`src/rtl/seq_det_pkg.sv`:
```
// Shared definitions for the serial pattern detector: FSM encodings and
// the legal parameter limits used by elaboration checks.
package seq_det_pkg;

  typedef enum logic [1:0] {
    ST_EMPTY  = 2'b00,
    ST_FILL   = 2'b01,
    ST_ARMED  = 2'b10,
    ST_UNUSED = 2'b11
  } det_state_e;

  localparam int W_MIN     = 2;
  localparam int W_MAX     = 16;
  localparam int CNT_W_MIN = 1;
  localparam int CNT_W_MAX = 16;

endpackage

```
`src/rtl/sat_counter.sv`:
```
// Saturating event counter: increments on inc and sticks at all-ones.
module sat_counter #(
  parameter int CNT_W = 8
) (
  input  logic             Clk,
  input  logic             Reset,
  input  logic             inc,
  output logic [CNT_W-1:0] count
);

  always_ff @(posedge Clk) begin
    if (Reset) begin
      count <= '0;
    end else if (inc && (count != {CNT_W{1'b1}})) begin
      count <= count + 1'b1;
    end
  end

endmodule

```
`src/rtl/seq_detector_p.sv`:
```
// Serial pattern detector with loadable pattern, overlapping or
// non-overlapping matching, a registered match pulse and a match counter.
module seq_detector_p
  import seq_det_pkg::*;
#(
  parameter int           W           = 4,
  parameter logic [W-1:0] DEFAULT_PAT = W'(4'b1011),
  parameter bit           OVERLAP     = 1'b1,
  parameter int           CNT_W       = 8
) (
  input  logic             Clk,
  input  logic             Reset,
  input  logic             en,
  input  logic             x,
  input  logic             load,
  input  logic [W-1:0]     pat_in,
  output logic             Q,
  output logic [CNT_W-1:0] match_cnt,
  output logic [W-1:0]     pat,
  output logic [1:0]       state
);

  localparam int           FC_W = $clog2(W + 1);
  localparam logic [FC_W-1:0] FULL = FC_W'(W);

  if (W < W_MIN || W > W_MAX) begin : g_bad_w
    $error("seq_detector_p: W out of range");
  end
  if (CNT_W < CNT_W_MIN || CNT_W > CNT_W_MAX) begin : g_bad_cnt_w
    $error("seq_detector_p: CNT_W out of range");
  end

  logic [W-1:0]    pat_r;
  logic [W-1:0]    win_r;
  logic [W-1:0]    win_nxt;
  logic [FC_W-1:0] fcnt_r;
  logic [FC_W-1:0] fcnt_nxt;
  det_state_e      st_r;
  logic            q_r;
  logic            accept;
  logic            hit;

  // A bit is only taken when not overridden by load and the FSM is in a
  // legal state; the unused encoding spends its cycle recovering instead.
  assign accept   = en && !load && (st_r != ST_UNUSED);
  assign win_nxt  = {win_r[W-2:0], x};
  assign fcnt_nxt = (fcnt_r == FULL) ? FULL : fcnt_r + 1'b1;
  assign hit      = accept && (fcnt_nxt == FULL) && (win_nxt == pat_r);

  always_ff @(posedge Clk) begin
    if (Reset) begin
      pat_r  <= DEFAULT_PAT;
      win_r  <= '0;
      fcnt_r <= '0;
      st_r   <= ST_EMPTY;
      q_r    <= 1'b0;
    end else if (load) begin
      pat_r  <= pat_in;
      win_r  <= '0;
      fcnt_r <= '0;
      st_r   <= ST_EMPTY;
      q_r    <= 1'b0;
    end else if (st_r == ST_UNUSED) begin
      win_r  <= '0;
      fcnt_r <= '0;
      st_r   <= ST_EMPTY;
      q_r    <= 1'b0;
    end else if (en) begin
      win_r <= win_nxt;
      q_r   <= hit;
      // Non-overlapping mode discards the matched bits by restarting the fill.
      if (hit && !OVERLAP) begin
        fcnt_r <= '0;
        st_r   <= ST_EMPTY;
      end else begin
        fcnt_r <= fcnt_nxt;
        st_r   <= (fcnt_nxt == FULL) ? ST_ARMED : ST_FILL;
      end
    end else begin
      q_r <= 1'b0;
    end
  end

  sat_counter #(
    .CNT_W(CNT_W)
  ) u_cnt (
    .Clk  (Clk),
    .Reset(Reset),
    .inc  (hit),
    .count(match_cnt)
  );

  assign Q     = q_r;
  assign pat   = pat_r;
  assign state = st_r;

endmodule

```
`config.mk`:
```
export PLATFORM = sky130hd
export DESIGN_NAME = seq_detector_p
export DESIGN_NICKNAME = d
export VERILOG_FILES = /design/src/rtl/seq_det_pkg.sv /design/src/rtl/sat_counter.sv /design/src/rtl/seq_detector_p.sv
export SDC_FILE = /design/constraint.sdc
export NUM_CORES = 1
export LEC_CHECK = 0
export ABC_AREA = 1
export CORE_UTILIZATION = 35
export CTS_CLUSTER_DIAMETER = 60
export DETAILED_ROUTE_END_ITERATION = 10
export RECOVER_POWER = 50
export SETUP_SLACK_MARGIN = 0.2
export SLEW_MARGIN = 15
export SYNTH_ARGS = -nofsm -noshare
export SYNTH_HDL_FRONTEND = slang
export SYNTH_HIERARCHICAL = 1
export SYNTH_SLANG_ARGS = --single-unit
```
`constraint.sdc`:
```
create_clock -name Clk -period 4.2 [get_ports Clk]
set_input_delay 0.63 -clock Clk [delete_from_list [all_inputs] [get_ports Clk]]
set_output_delay 0.63 -clock Clk [all_outputs]
set_load 0.02 [all_outputs]
```
# Word-level counts from Yosys, hierarchy flattened
# Cells that the tools add are included.
# Widths: inputs -> output; s select.
classes:
  add_sub_neg: 2
  n_eq_ne: 6
  mux: 2
  n_bitwise: 1
  reduce_logical: 8
ops:
  columns: ["op", "n"]
  rows:
  - ["$add 8x1->8 const B", 1]
  - ["$ne 8x8->1 const B", 1]
  - ["$eq 3x3->1 const B", 2]
  - ["$logic_and 1x1->1", 5]
  - ["$eq 4x4->1", 1]
  - ["$reduce_or 4->1", 1]
  - ["$add 3x1->3 const B", 1]
  - ["$mux 3", 1]
  - ["$reduce_or 3->1", 1]
  - ["$eq 2x2->1 const B", 1]
  - ["$mux 2", 1]
  - ["$ne 2x2->1 const B", 1]
  - ["$logic_not 1->1", 1]
  - ["$not 1->1", 1]
word_totals:
  reg_bits: 21
  inputBits: 9
  output_inout_bits: 15
  wordCells: 25

# Longest topological paths before layout
logic_depth:
  ltp_word: 6
  depth_mapped: 12
  ltp_nobuf: 12

# By module
# Netlist, hierarchy kept.
modules_own_cells:
  columns: ["module", "n_inst", "cells_each", "area_each_um2", "seq_area_each_um2"]
  rows:
  - ["seq_detector_p", 1, 83, 641.9, 260.2]
  - ["sat_counter", 1, 77, 484.2, 160.2]

# Worst setup path after synthesis
# OpenSTA, ideal clock, no wires.
synth_timing:
  path_kind: "input port to flip-flop"
  startpoint: "in en"
  endpoint: "reg u_cnt.count[3]"
  setup_time_ns: 0.116
  arrival_time_ns: 1.656
  t_required_ns: 4.084
  slack_ns: 2.428
  cell_stages: 11
  path_buffers: 2
  cell_sequence: "buf_6 -> o21ai_2 -> nor2_4 -> nand2_4 -> nor2_1 -> buf_4 -> inv_2 -> nor2_1 -> nand3_1 -> nand2_1 -> nor2_1"
synth_via:
  elab_chain_len: 5
synth_lines:
  columns: ["item", "line", "source"]
  rows:
  - ["from (decl)", "seq_detector_p.sv:13", "input logic en,"]
  - ["$logic_and 1x1->1 (2 in a row)", "seq_detector_p.sv:45", "assign accept = en && !load && (st_r != ST_UNUSED);"]
  - ["$logic_and 1x1->1 (2 in a row)", "seq_detector_p.sv:48", "assign hit = accept && (fcnt_nxt == FULL) && (win_nxt == pat_r);"]
  - ["via hit", "seq_detector_p.sv:41", "logic hit;"]
  - ["$logic_and 1x1->1", "sat_counter.sv:14", "end else if (inc && (count != {CNT_W{1'b1}})) begin"]
  - ["to (signal assigned)", "sat_counter.sv:15", "count <= count + 1'b1;"]
  - ["to (decl)", "sat_counter.sv:8", "output logic [CNT_W-1:0] count"]
# The timed path passes the listed nets, and every way through them passes these cells.
# A chain may end at the register's enable or synchronous reset.

# Worst setup path in the final report
layout_timing:
  startpoint: "in en"
  endpoint: "reg u_cnt.count[4]"
# The elaborated chain is that of the path after synthesis.

==> key figures <==
Global routing
  – Total gr overflow: 0
  – Tot GR Track Use: 0.145
  – Largest net degree at the start of global routing: 13
  – Initial antenna violation count: 0
  – First-pass GRT wire length: around 3800 um
  – Vias in the first global route: between 900 and 1000

Job
  – Max-Cap Viols: 0

Power and ir drop
  – Internal Power: roughly 0.26 mW
  – Total design power: between 0.3 and 0.4 mW
  – Net switching power figure: between 0.08 and 0.09 mW
  – Power share of the combinational group: 0.116
  – Worst vdd ir: 0.115 mV
  – P_leak: 0.595 nW
  – Sequential fraction of design power: 0.597
  – PD cells: roughly 250 nW/um2
  – Clk pwr share: 0.287
  – Sw Share: 0.257

Worst setup path
  – Worst Setup End Kind: flip-flop
  – Most used cell, CP: nor2_1
  – CP endpoint: u_cnt/count[4]
  – CP max-delay cell: dlygate4sd3_1
  – CP startpoint: en
  – R2R Path End: u_cnt/count[4]
  – Crit Path Max Fanout: 12
  – Reg2reg start: fcnt_r[0]
  – Worst R2R Path Depth: 10
  – Cells along the critical path: dlygate4sd3_1, o21ai_2, nor2_4, nand2_4, nor2_1, nand2_1, nor2_1, nand3_1, nand2_1, nor2_1
  – CP required: ~4.4 ns
  – Crit path kind: in -> reg
  – Crit start category: input pin
  – Max stage delay on crit path: 0.73 ns
  – Reg2Reg Setup Slack: 1.94 ns
  – WP data arrival: 2.83 ns

Cells and area
  – Area delta synth->final: 24.1%
  – Post-route cell area: between 1000 and 1500 um2
  – Final nets: around 200
  – Fillcell total: 348
  – Post-route insts no fill: about 230
  – Number of diodes: 0
  – Fin util: 0.458
  – Most frequent cells in the layout: 37 x nand2_1, 25 x nor2_1, 21 x dfxtp_1
  – Ratio of cells with drive above 1 in the final layout: 0.141
  – Most common cell after layout, fill and taps aside: nand2_1

CTS
  – Clock Sinks: 21
  – Root buf cell: clkbuf_4
  – Later-pin clock latency in the skew report: 0.30 ns
  – CTS buffer count: 3
  – Post-CTS setup buffer count: 0
  – Hold buffer count at CTS: 0
  – CTS tree: built
  – Max H-tree Level: 1
  – CTS max path bufs: 2
  – Post-CTS sizing: 0
  – Clock transition at path regs: 0.12 ns

Synthesis
  – Sequential area share after synthesis: 0.373
  – Syn Area/Cell: between 7 and 8 um2
  – Unique masters post-synth: 22
  – Gate Count Post-Synth: 160
  – Syn nets: 172
  – Mapped cell area: ~1100 um2
  – Yosys warnings: 6
  – #FFs+latches synth: 21

Timing
  – TNS Setup: 0 ns
  – Tcrit/Tclk final: 0.622
  – F_max: about 0.38 GHz
  – Final worst slack: roughly 1.6 ns
  – Final hold vios: 0
  – Worst slew margin: 0.439
  – Worst-margin pin slew: 0.839 ns
  – Final setup fails: 0
  – RSZ-0062 raised after global routing: no
  – Fin crit period: approximately 2.6 ns
  – Worst Hold Slack: 0.493 ns
  – Clock Skew: ~0.0066 ns
  – Pins Over Slew Limit: 0

Die
  – Die area: 3450 um2
  – Die Y-Extent: 58.7 um
  – I/O pins: 24
  – Initial core utilization: 0.369
  – Core area: about 3100 um2
  – Std cell rows: 20
  – Die width: slightly below 60 um

Placement
  – Placed instance area: 1380 um2
  – Pre-CTS setup slack: approximately 1.4 ns
  – Inst Count DP: 224
  – Detailed placement HPWL: between 1500 and 2000 um
  – Port Buffer Count: 23
  – GP Congestion: a little under 0.8

Route
  – Routed Antenna Nets: 0
  – Per-cell routed wire length: approximately 10 um
  – Vias: slightly above 1000
  – Via-to-Cell Ratio: 4.46
  – Final WL: 2270 um
  – Number of DRC markers in iteration 0: 50
  – # DRC: 0
  – Pre-antenna DRT Iters: 4

Run status
  – Status: complete, no violations

Min path
  – Hold Crit Class: reg -> reg
  – Hold path start: u_cnt/count[6]
-- cells in the mapped netlist --
| master | number | area [um2] |
|---|---|---|
| nand2_1 | 36 | 135 |
| nor2_2 | 3 | 18.8 |
| inv_2 | 6 | 22.5 |
| nand2_2 | 2 | 12.5 |
| dfxtp_1 | 21 | 420 |
| nand3_2 | 2 | 20.0 |
| buf_4 | 1 | 7.51 |
| o21ai_0 | 3 | 15.0 |
| nor2_4 | 2 | 22.5 |
| nand3_1 | 9 | 45.0 |
| xnor2_1 | 1 | 8.76 |
| o21ai_1 | 2 | 10.0 |
| a21oi_1 | 14 | 70.1 |
| o21ai_2 | 2 | 17.5 |
| nand3b_2 | 1 | 11.3 |
| inv_1 | 18 | 67.6 |
| buf_6 | 2 | 22.5 |
| nor3_2 | 1 | 10.0 |
| nand2_4 | 2 | 22.5 |
| nor2_1 | 25 | 93.8 |
| a21oi_2 | 4 | 35.0 |
| ha_1 | 3 | 37.5 |
-- power by group through the flow --
stage | clock network (mW) | registers [mW] | logic, mW
after CTS | 0.104 | 0.207 | 0.0427
after floorplan | 0 | 0.215 | 0.0210
after global routing | 0.111 | 0.207 | 0.0447
after global placement | 0 | 0.211 | 0.0423
after detailed placement | 0 | 0.211 | 0.0425
final | 0.0991 | 0.207 | 0.0403
-- cell type report --
class	count	area [um2]	area share
clock buffer	3	22.5	0.0161
clock inverter	1	5.00	0.00358
inverter	24	90.1	0.0645
multi-input combinational	112	574	0.411
sequential	21	420	0.301
tap	44	55.1	0.0394
timing repair buffer	23	230	0.165
-- critical path: cells and delay by family --
kind	cells	cell delay (ns)
AOI/OAI and AO/OA	1	0.12
buffers and inverters	1	0.73
and+or+nand+nor	8	1.35
-- logic make-up after synthesis --
| logic type | after synthesis | share of synthesized area |
|---|---|---|
| compound gates | 25 | 0.131 |
| xor+xnor | 1 | 0.00778 |
| fa+ha+maj | 3 | 0.0333 |
| buf+inv | 27 | 0.107 |
| flops | 21 | 0.373 |
| simple gates | 83 | 0.348 |
-- registers in the layout, summed over array words and instances, names as in the netlist --
signal and cells:
u_cnt/count 8, pat 4, fcnt_r 3, win_r 3, state 2, Q 1
-- per-layer routing --
layer	vias up	part of all wire	global-route usage
met5	-	0	0
met2	20	0.47	0.250
met4	0	0.0066	0.0612
li1	546	-	-
met3	2	0.037	0.0264
met1	449	0.49	0.175
-- worst min path at each step --
stage                     endpoint  slack (ns)  cells past startpoint
floorplan                 win_r[0]        0.47                      2
global placement            pat[2]        0.47                      2
detailed placement  u_cnt/count[6]        0.48                      2
CTS                 u_cnt/count[6]        0.50                      2
global route                pat[3]        0.54                      2
finish              u_cnt/count[6]        0.49                      2
(Power assumes the default switching activity.)
